--- config.mk ---
export PLATFORM = sky130hd
export DESIGN_NAME = spi_rsp
export DESIGN_NICKNAME = d
export VERILOG_FILES = /design/src/rtl/spi_rsp.sv
export SDC_FILE = /design/constraint.sdc
export NUM_CORES = 1
export LEC_CHECK = 0
export ABC_AREA = 1
export BUFFER_PORTS_ARGS = -buffer_cell sky130_fd_sc_hd__buf_2
export CAP_MARGIN = 20
export CORE_ASPECT_RATIO = 1.5
export CORE_MARGIN = 5
export CORE_UTILIZATION = 35
export CTS_CLUSTER_SIZE = 30
export DETAILED_ROUTE_END_ITERATION = 16
export GPL_TIMING_DRIVEN = 0
export HOLD_SLACK_MARGIN = 0.06
export PLACE_DENSITY = 0.56
export SYNTH_ARGS = -nofsm -noshare
export SYNTH_HDL_FRONTEND = slang
export SYNTH_SLANG_ARGS = --single-unit
--- constraint.sdc ---
create_clock -name clk -period 1.85 [get_ports clk]
set_input_delay 0 -clock clk [delete_from_list [all_inputs] [get_ports clk]]
set_output_delay 0 -clock clk [all_outputs]
set_load 0.02 [all_outputs]
--- src/rtl/spi_rsp.sv ---
// spi_rsp: SPI mode-0 responder (slave end), MSB first, oversampled in the clk domain.
//
// The SCLK, SS_N and MOSI inputs are each synchronized, then passed through an edge-detect
// register. The rx path shifts MOSI on detected SCLK rises. MISO is driven from a shift
// register that is loaded from a 1-deep tx holding register when SS_N falls.
//
// Ports:
//   clk, sresetn             system clock and async active-low reset
//   SCLK, SS_N, MOSI, MISO   SPI pins; MISO is 0 outside SHIFT
//   tx_data/valid/ready      host -> holding register (valid/ready handshake)
//   rx_data, rx_len          last frame: right-justified bits and the bit count (saturating)
//   rx_valid                 1-clk pulse when rx_data, rx_len and the flags update
//   rx_overrun, tx_underrun  flags for the last frame
//   busy                     frame in progress
module spi_rsp #(
    parameter int SPI_MAXLEN  = 16,
    parameter int SYNC_STAGES = 2
) (
    input  logic                          clk,
    input  logic                          sresetn,
    input  logic                          SCLK,
    input  logic                          SS_N,
    input  logic                          MOSI,
    output logic                          MISO,
    input  logic [SPI_MAXLEN-1:0]         tx_data,
    input  logic                          tx_valid,
    output logic                          tx_ready,
    output logic [SPI_MAXLEN-1:0]         rx_data,
    output logic [$clog2(SPI_MAXLEN):0]   rx_len,
    output logic                          rx_valid,
    output logic                          rx_overrun,
    output logic                          tx_underrun,
    output logic                          busy
);
    localparam int W  = SPI_MAXLEN;
    localparam int CW = $clog2(SPI_MAXLEN) + 1;
    localparam logic [CW-1:0] MAXCNT = CW'(SPI_MAXLEN);

    typedef enum logic [1:0] {RESYNC, IDLE, SHIFT, DONE} state_t;

    state_t state, state_nxt;

    logic [SYNC_STAGES-1:0] sclk_sync, ss_sync, mosi_sync;
    logic                   sclk_prev, ss_prev, mosi_q;
    logic                   sclk_rise, sclk_fall, ss_rise, ss_fall;
    // vld_pipe fills with ones after reset. Its top bit marks the point where the
    // synchronizers and edge registers reflect the pins rather than their reset values.
    logic [SYNC_STAGES:0]   vld_pipe;
    logic                   primed;

    logic [W-1:0]  hold_data, shift_reg, rx_shift;
    logic          hold_full, underrun_n, overrun_n;
    logic [CW-1:0] cnt;

    assign primed   = vld_pipe[SYNC_STAGES];
    assign tx_ready = ~hold_full;
    assign busy     = (state == SHIFT) || (state == DONE);

    // Synchronizers and edge detection
    always_ff @(posedge clk or negedge sresetn) begin
        if (!sresetn) begin
            sclk_sync <= '0;
            ss_sync   <= '1;
            mosi_sync <= '0;
            sclk_prev <= 1'b0;
            ss_prev   <= 1'b1;
            mosi_q    <= 1'b0;
            sclk_rise <= 1'b0;
            sclk_fall <= 1'b0;
            ss_rise   <= 1'b0;
            ss_fall   <= 1'b0;
            vld_pipe  <= '0;
        end else begin
            sclk_sync <= {sclk_sync[SYNC_STAGES-2:0], SCLK};
            ss_sync   <= {ss_sync[SYNC_STAGES-2:0], SS_N};
            mosi_sync <= {mosi_sync[SYNC_STAGES-2:0], MOSI};
            sclk_prev <= sclk_sync[SYNC_STAGES-1];
            ss_prev   <= ss_sync[SYNC_STAGES-1];
            // MOSI is registered alongside the edge pulses so the rise samples it aligned
            mosi_q    <= mosi_sync[SYNC_STAGES-1];
            sclk_rise <= sclk_sync[SYNC_STAGES-1] & ~sclk_prev;
            sclk_fall <= ~sclk_sync[SYNC_STAGES-1] & sclk_prev;
            ss_rise   <= ss_sync[SYNC_STAGES-1] & ~ss_prev;
            ss_fall   <= ~ss_sync[SYNC_STAGES-1] & ss_prev;
            vld_pipe  <= {vld_pipe[SYNC_STAGES-1:0], 1'b1};
        end
    end

    always_ff @(posedge clk or negedge sresetn) begin
        if (!sresetn) state <= RESYNC;
        else          state <= state_nxt;
    end

    always_comb begin
        state_nxt = state;
        case (state)
            RESYNC: if (primed && ss_prev) state_nxt = IDLE;
            IDLE:   if (ss_fall)           state_nxt = SHIFT;
            SHIFT:  if (ss_rise)           state_nxt = DONE;
            DONE:                          state_nxt = IDLE;
            default:                       state_nxt = RESYNC;
        endcase
    end

    always_ff @(posedge clk or negedge sresetn) begin
        if (!sresetn) begin
            MISO        <= 1'b0;
            hold_data   <= '0;
            hold_full   <= 1'b0;
            shift_reg   <= '0;
            rx_shift    <= '0;
            cnt         <= '0;
            underrun_n  <= 1'b0;
            overrun_n   <= 1'b0;
            rx_data     <= '0;
            rx_len      <= '0;
            rx_valid    <= 1'b0;
            rx_overrun  <= 1'b0;
            tx_underrun <= 1'b0;
        end else begin
            rx_valid <= 1'b0;
            // A load in the SS_N-fall clock wins over the frame's take. The frame itself
            // still sees the holding register as it was before the load.
            if (tx_valid && !hold_full) begin
                hold_full <= 1'b1;
                hold_data <= tx_data;
            end else if (state == IDLE && ss_fall) begin
                hold_full <= 1'b0;
            end

            case (state)
                IDLE: begin
                    MISO <= 1'b0;
                    if (ss_fall) begin
                        shift_reg  <= hold_full ? hold_data : '0;
                        MISO       <= hold_full & hold_data[W-1];
                        underrun_n <= ~hold_full;
                        overrun_n  <= 1'b0;
                        cnt        <= '0;
                        rx_shift   <= '0;
                    end
                end
                SHIFT: begin
                    if (sclk_rise) begin
                        rx_shift <= {rx_shift[W-2:0], mosi_q};
                        if (cnt == MAXCNT) overrun_n <= 1'b1;
                        else               cnt       <= cnt + 1'b1;
                    end
                    if (sclk_fall) begin
                        shift_reg <= shift_reg << 1;
                        MISO      <= shift_reg[W-2];
                    end
                end
                DONE: begin
                    rx_valid    <= 1'b1;
                    rx_data     <= rx_shift;
                    rx_len      <= cnt;
                    rx_overrun  <= overrun_n;
                    tx_underrun <= underrun_n;
                    MISO        <= 1'b0;
                end
                default: MISO <= 1'b0;
            endcase
        end
    end
endmodule

==> results.toml, run 1 <==
[status]
status = "finished, final reports clean"

[die]
ios = 49
coreArea_mm2 = 0.01106
num_rows = 47
start_util_pct = 35.85
dieHeight_um = 140.3
design.die.area_mm2 = 0.01360
die_w_um = 96.89

[global_route]
grt_max_degree = 73
antenna_found_initial = 0
first_global_vias = 2960
grt_util_met2_pct = 21.76
grt_usage_pct = 12.43
grt_overflow = 0
top_usage_layer = "met2"
use_met1_pct = 14.58
global_route.usage.met3_pct = 2.786
grt_pass1_wl_um = 13850

[routing]
avgRoutedWirePerCell_um = 12.30
dr.pass1.iters = 4
drt_iter0_markers = 120
num_vias = 2939
viasPerCell = 4.571
ant_nets = 0
wl_um = 7909
drc_errors = 0

[timing]
timing.fmax_mhz = 583.9
setup_viol = 0
finalHoldViolCount = 0
fin_worst_skew_ns = 0.004833
hold_slack_ns = 0.1199
rsz0062_at_grt = "false"
finalCritPeriodShare_pct = 92.58
period_needed_ns = 1.713
finalMaxSlewViolations = 0

[logic_synthesis]
synth_area_per_cell_um2 = 9.668
ys.flop_type = "dfrtp_1"
syn_inst = 410
syn_nets = 438
yosys.area.top_type = "dfrtp_1"
yosysSeqAreaShare_pct = 61.96
synth.top_cell.area_share_pct = 59.97
synth_seq_cells = 98
synth_area_leaders = "dfrtp_1, nand2_1, inv_1, nor2_1, a21oi_1"
synth-edff-count = 0
synth.distinct_cells = 24
synthArstFlopShare_pct = 100.0
netlist_area_mm2 = 0.003964
ys_warn_count = 0

[pwr]
vdd_drop_max_mv = 0.5800
power_switching_mw = 3.141
p_int_mw = 4.949
pwr-share-seq_pct = 37.8
swShare_pct = 38.83
clkPwrFrac_pct = 22.7
power.leakage_nw = 2.476
combPwrFrac_pct = 39.5
p_per_area_mw_per_mm2 = 1641

[flow_run]
maxCapViolCount = 0

[finish]
top_regs = "hold_data x16, rx_data x16, rx_shift x16"
area_growth_pct = 24.40
nets = 519
most-common-layout-cells = "dfrtp_1, nand2_1, buf_2"
multi_input_area_mm2 = 0.001210
antennaDiodeCount = 0
drive_gt1_share_pct = 20.16
final_common_cell = "dfrtp_1"
nFillCells = 1107
register_area_mm2 = 0.002456
instances_no_fill = 643

[setup_path]
r2r-end = "rx_shift[12]$_DFFE_PN0P_"
max_stage_delay_ns = 0.38
cp-end-kind = "output pin"
cp-start-kind = "flop"
criticalPathCategory = "flop to output pin"
setup.worst_path.end = "busy"
rr_startpoint = "state[0]$_DFFE_PN0P_"
cp.required_ns = 1.85
slowest_stage = "dfrtp_1"
path_depth = 5
cp_cell_sequence = "inv_1 -> ha_2 -> clkbuf_4 -> or2_2 -> buf_2"
startpoint = "state[0]$_DFFE_PN0P_"
rr_worst_depth = 8
cp_top_family = "buffers and inverters"
r2r_setup_slack_ns = 0.21
worst_ep_arrival_time_ns = 1.71
crit_fanout = 10
crit_buf_inv = 3

[placed_design]
hpwlAfterDp_um = 5627
dp_cells = 606
finalWeightedCongestion = 0.7726
io_buffers = 48

[cts]
insertion_delay_ns = 0.34
clock_path_buffers = 2
clockRootBuffer = "clkbuf_16"
clk_transition_reported_paths_ns = 0.07
cts_inserted_buffers = 9
cts_tree = "done"
cts_setup_buffers = 0
h-tree-depth = 3
cts.sinks = 98

[worst_hold_path]
hold_path_class = "input port to asynchronous set/reset pin"
cell type report:
class / instances / area share [%]
multi-input combinational: 237 / 24.54
clock inverter: 6 / 1.370
timing repair buffer: 70 / 9.744
inverter: 57 / 4.339
buffer: 18 / 1.827
sequential: 98 / 49.81
clock buffer: 10 / 4.643
tap: 147 / 3.730
power groups by stage:
stage | sequential (mW) | clock [mW] | combinational, mW
2_1_floorplan | 3.30 | 0 | 2.05
3_3_place_gp | 3.08 | 0 | 3.11
3_5_place_dp | 3.11 | 0 | 3.17
4_1_cts | 3.07 | 1.91 | 3.24
5_1_grt | 3.14 | 1.99 | 3.61
6_report | 3.06 | 1.84 | 3.19
kinds of logic (layout without fill, tap and decap cells):
logic type                 count (synthesis)  after routing  share of synthesized area [%]
muxes                                     11             11                          3.125
AOI/OAI and AO/OA                         78             78                          10.29
and+or+nand+nor                          140            140                          14.84
adders and majority gates                  6              6                          1.894
buffers and inverters                     75            161                          7.576
other                                      1              1                        0.09461
xor gates and xnor gates                   1              1                         0.2210
DFF                                       98             98                          61.96
through the flow:
| step | TNS, ns | power [mW] | setup WS (ns) | utilization, % | area, um^2 |
|---|---|---|---|---|---|
| global route | 0 | 8.740 | 0.04040 | 44.60 | 4931 |
| detailed placement | 0 | 6.275 | 0.1161 | 39.96 | 4418 |
| finish | 0 | 8.090 | 0.1373 | 44.60 | 4931 |
| CTS | 0 | 8.222 | 0.02256 | 44.58 | 4928 |
| floorplan | 0 | 5.357 | 0.4307 | - | 3964 |
| global placement | -20.51 | 6.183 | -0.2242 | 39.69 | 4388 |
what timing repair did:
action,CTS,global route
hold endpoints to repair,117,0
gates resized for setup,2,1
hold buffers,21,0
endpoints found under the setup margin,1,13
worst min-delay path by stage:
stage / start / to / slack, ns / depth (start not counted)
4_1_cts: sresetn / cnt[2]$_DFFE_PN0P_ / 0.12 / 2
3_3_place_gp: MOSI / mosi_sync[0]$_DFF_PN0_ / 0.11 / 1
5_1_grt: sresetn / cnt[2]$_DFFE_PN0P_ / 0.17 / 2
2_1_floorplan: sresetn / MISO$_DFFE_PN0P_ / -0.30 / 0
3_5_place_dp: sresetn / rx_data[9]$_DFFE_PN0P_ / -0.05 / 1
6_report: sresetn / rx_len[0]$_DFFE_PN0P_ / 0.12 / 2
per-layer routing:
| metal | up-vias | wire [um] |
|---|---|---|
| met3 | 11 | 306 |
| met5 | - | 0 |
| met2 | 52 | 3955 |
| met1 | 1406 | 3504 |
| met4 | 0 | 143 |
| li1 | 1470 | - |
worst register-to-register path: stages (launching register included):
cell and delay (ns):
dfrtp_1 0.40, inv_1 0.11, ha_2 0.27, inv_2 0.10, nor2_4 0.23, nor2_4 0.10
buf_4 0.18, nand3_1 0.07, o21ai_1 0.06
cells in the mapped netlist (2+ instances only):
library cell / n
dfrtp_1: 95
nand2_1: 60
inv_1: 54
nor2_1: 47
a21oi_1: 29
o21ai_1: 26
nand3_1: 24
o22ai_1: 14
buf_2: 9
mux2_2: 9
o21ai_0: 9
clkbuf_1: 7
ha_1: 6
dfstp_2: 3
inv_2: 3
nor2_2: 3
buf_4: 2
mux2_1: 2
nand2_2: 2
nor2_4: 2
Power figures use the tool's default switching activity.
==> inputs of run 2 (changes only) <==
--- a/config.mk
+++ b/config.mk
@@ -8,7 +8,7 @@
 export ABC_AREA = 1
 export BUFFER_PORTS_ARGS = -buffer_cell sky130_fd_sc_hd__buf_2
 export CAP_MARGIN = 20
-export CORE_ASPECT_RATIO = 1.5
+export CORE_ASPECT_RATIO = 0.5
 export CORE_MARGIN = 5
 export CORE_UTILIZATION = 35
 export CTS_CLUSTER_SIZE = 30
@@ -16,6 +16,7 @@
 export GPL_TIMING_DRIVEN = 0
 export HOLD_SLACK_MARGIN = 0.06
 export PLACE_DENSITY = 0.56
+export SETUP_SLACK_MARGIN = 0.5
 export SYNTH_ARGS = -nofsm -noshare
 export SYNTH_HDL_FRONTEND = slang
 export SYNTH_SLANG_ARGS = --single-unit
==> results.toml, run 2 (same netlist as run 1, synthesis figures left out) <==
[setup_path]
worst_ep_arrival_time_ns = 1.56
startpoint = "state[0]$_DFFE_PN0P_"
crit_buf_inv = 3
slowest_stage = "dfrtp_1"
rr_worst_depth = 8
cp_cell_sequence = "buf_4 -> ha_4 -> buf_8 -> or2_4 -> buf_6"
rr_startpoint = "state[0]$_DFFE_PN0P_"
cp.required_ns = 1.85
cp-end-kind = "output pin"
r2r-end = "shift_reg[9]$_DFFE_PN0P_"
cp-start-kind = "flop"
cp_top_family = "flip-flops"
crit_fanout = 4
criticalPathCategory = "flop to output pin"
max_stage_delay_ns = 0.41
r2r_setup_slack_ns = 0.31

[timing]
timing.fmax_mhz = 640.1
tightest_slew_ns = 0.6140
setup_viol = 0
finalHoldViolCount = 0
setup_tns_ns = 0
fin_worst_skew_ns = 0.007690
finalCritPeriodShare_pct = 84.45
period_needed_ns = 1.562
rsz0062_at_grt = "true"
finalMaxSlewViolations = 0
max_slew_margin_pct = 59.07

[global_route]
grt_max_degree = 54
antenna_found_initial = 0
grt_usage_pct = 13.48
grt_overflow = 0
first_global_vias = 3025
grt_pass1_wl_um = 14840

[placed_design]
io_buffers = 48
hpwlAfterDp_um = 5610
placed_cell_area_mm2 = 0.004461
finalWeightedCongestion = 0.7895

[finish]
final_common_cell = "dfrtp_1"
area_growth_pct = 37.66
fin_area_mm2 = 0.005456
top_regs = "hold_data x16, rx_data x16, rx_shift x16"
drive_gt1_share_pct = 33.27
multi_input_area_mm2 = 0.001470
register_area_mm2 = 0.002459
nets = 540
most-common-layout-cells = "dfrtp_1, inv_1, buf_2"
nFillCells = 1019
antennaDiodeCount = 0
fin_util_pct = 49.39

[cts]
cts_inserted_buffers = 9
clockRootBuffer = "clkbuf_16"
clk_transition_reported_paths_ns = 0.07
clock_path_buffers = 2
h-tree-depth = 3
cts_tree = "done"
cts.sinks = 98
insertion_delay_ns = 0.34

[pwr]
p_per_area_mw_per_mm2 = 1762
vdd_drop_max_mv = 0.7124
finalPower_mw = 9.616
power.leakage_nw = 2.672

[die]
coreArea_mm2 = 0.01105
die_w_um = 160.5
design.die.area_mm2 = 0.01368
ios = 49
dieHeight_um = 85.25
num_rows = 27
start_util_pct = 35.88

[routing]
avgRoutedWirePerCell_um = 13.45
ant_nets = 0
drt_iter0_markers = 104
dr.pass1.iters = 5
wl_um = 8907
drc_errors = 0
num_vias = 3027
viasPerCell = 4.573

[worst_hold_path]
hold_path_class = "input port to asynchronous set/reset pin"

[status]
status = "finished, final reports clean"

[flow_run]
maxCapViolCount = 0
run 2: cell types whose count changed in the layout (fill, tap and decap cells not counted), sizes merged:
cell,previous run,this run
clkinv,3,5
buf,60,82
inv,57,58
clkbuf,17,15
bufinv,1,0
clkinvlp,2,1
run 2: worst max-delay path by stage:
stage / end / slack (ns) / depth (start not counted)
final: busy / 0.29 / 5
after global routing: shift_reg[0]$_DFFE_PN0P_ / 0.22 / 8
after CTS: busy / 0.31 / 5
after detailed placement: rx_data[12]$_DFFE_PN0P_ / 0.20 / 4
after global placement: rx_data[11]$_DFFE_PN0P_ / -0.29 / 1
after floorplan: rx_shift[13]$_DFFE_PN0P_ / 0.50 / 8
run 2: metrics by stage:
step                hold WS [ns]  setup slack, ns  instances
global route              0.2734           0.2163        662
global placement          0.1058          -0.2871        603
finish                    0.2012           0.2877        662
CTS                       0.2254           0.3082        657
detailed placement       0.05945           0.2006        604
floorplan                -0.2956           0.5030        410
run 2: area by class of cell:
type	instances	share of cell area (%)
repair buffers	91	12.24
plain buffers	18	3.279
flip-flops and latches	98	45.06
clock inverters	7	1.009
inverters	57	4.013
multi-input cells	237	26.94
well taps	145	3.325
clock buffers	9	4.127
run 2: power breakdown:
| group | total [mW] | internal [mW] | switching (mW) | leakage, nW |
|---|---|---|---|---|
| registers | 3.08 | 2.79 | 0.291 | 1.22 |
| clock network | 1.77 | 0.924 | 0.844 | 0.137 |
| logic | 4.77 | 2.04 | 2.73 | 1.31 |
run 2: what timing repair did:
item,CTS,global route
hold buffers,21,0
setup buffers,13,4
resized for setup,50,51
hold endpoints to repair,64,0
endpoints found under the setup margin,65,68
gates cloned,3,1
pin swaps,11,13
run 2: per-layer routing:
| layer | share of wire [%] | GRT usage (%) |
|---|---|---|
| met1 | 48 | 18.38 |
| met2 | 46 | 20.76 |
| met3 | 4.9 | 4.076 |
| met4 | 0.86 | 4.215 |
| met5 | 0 | 0 |
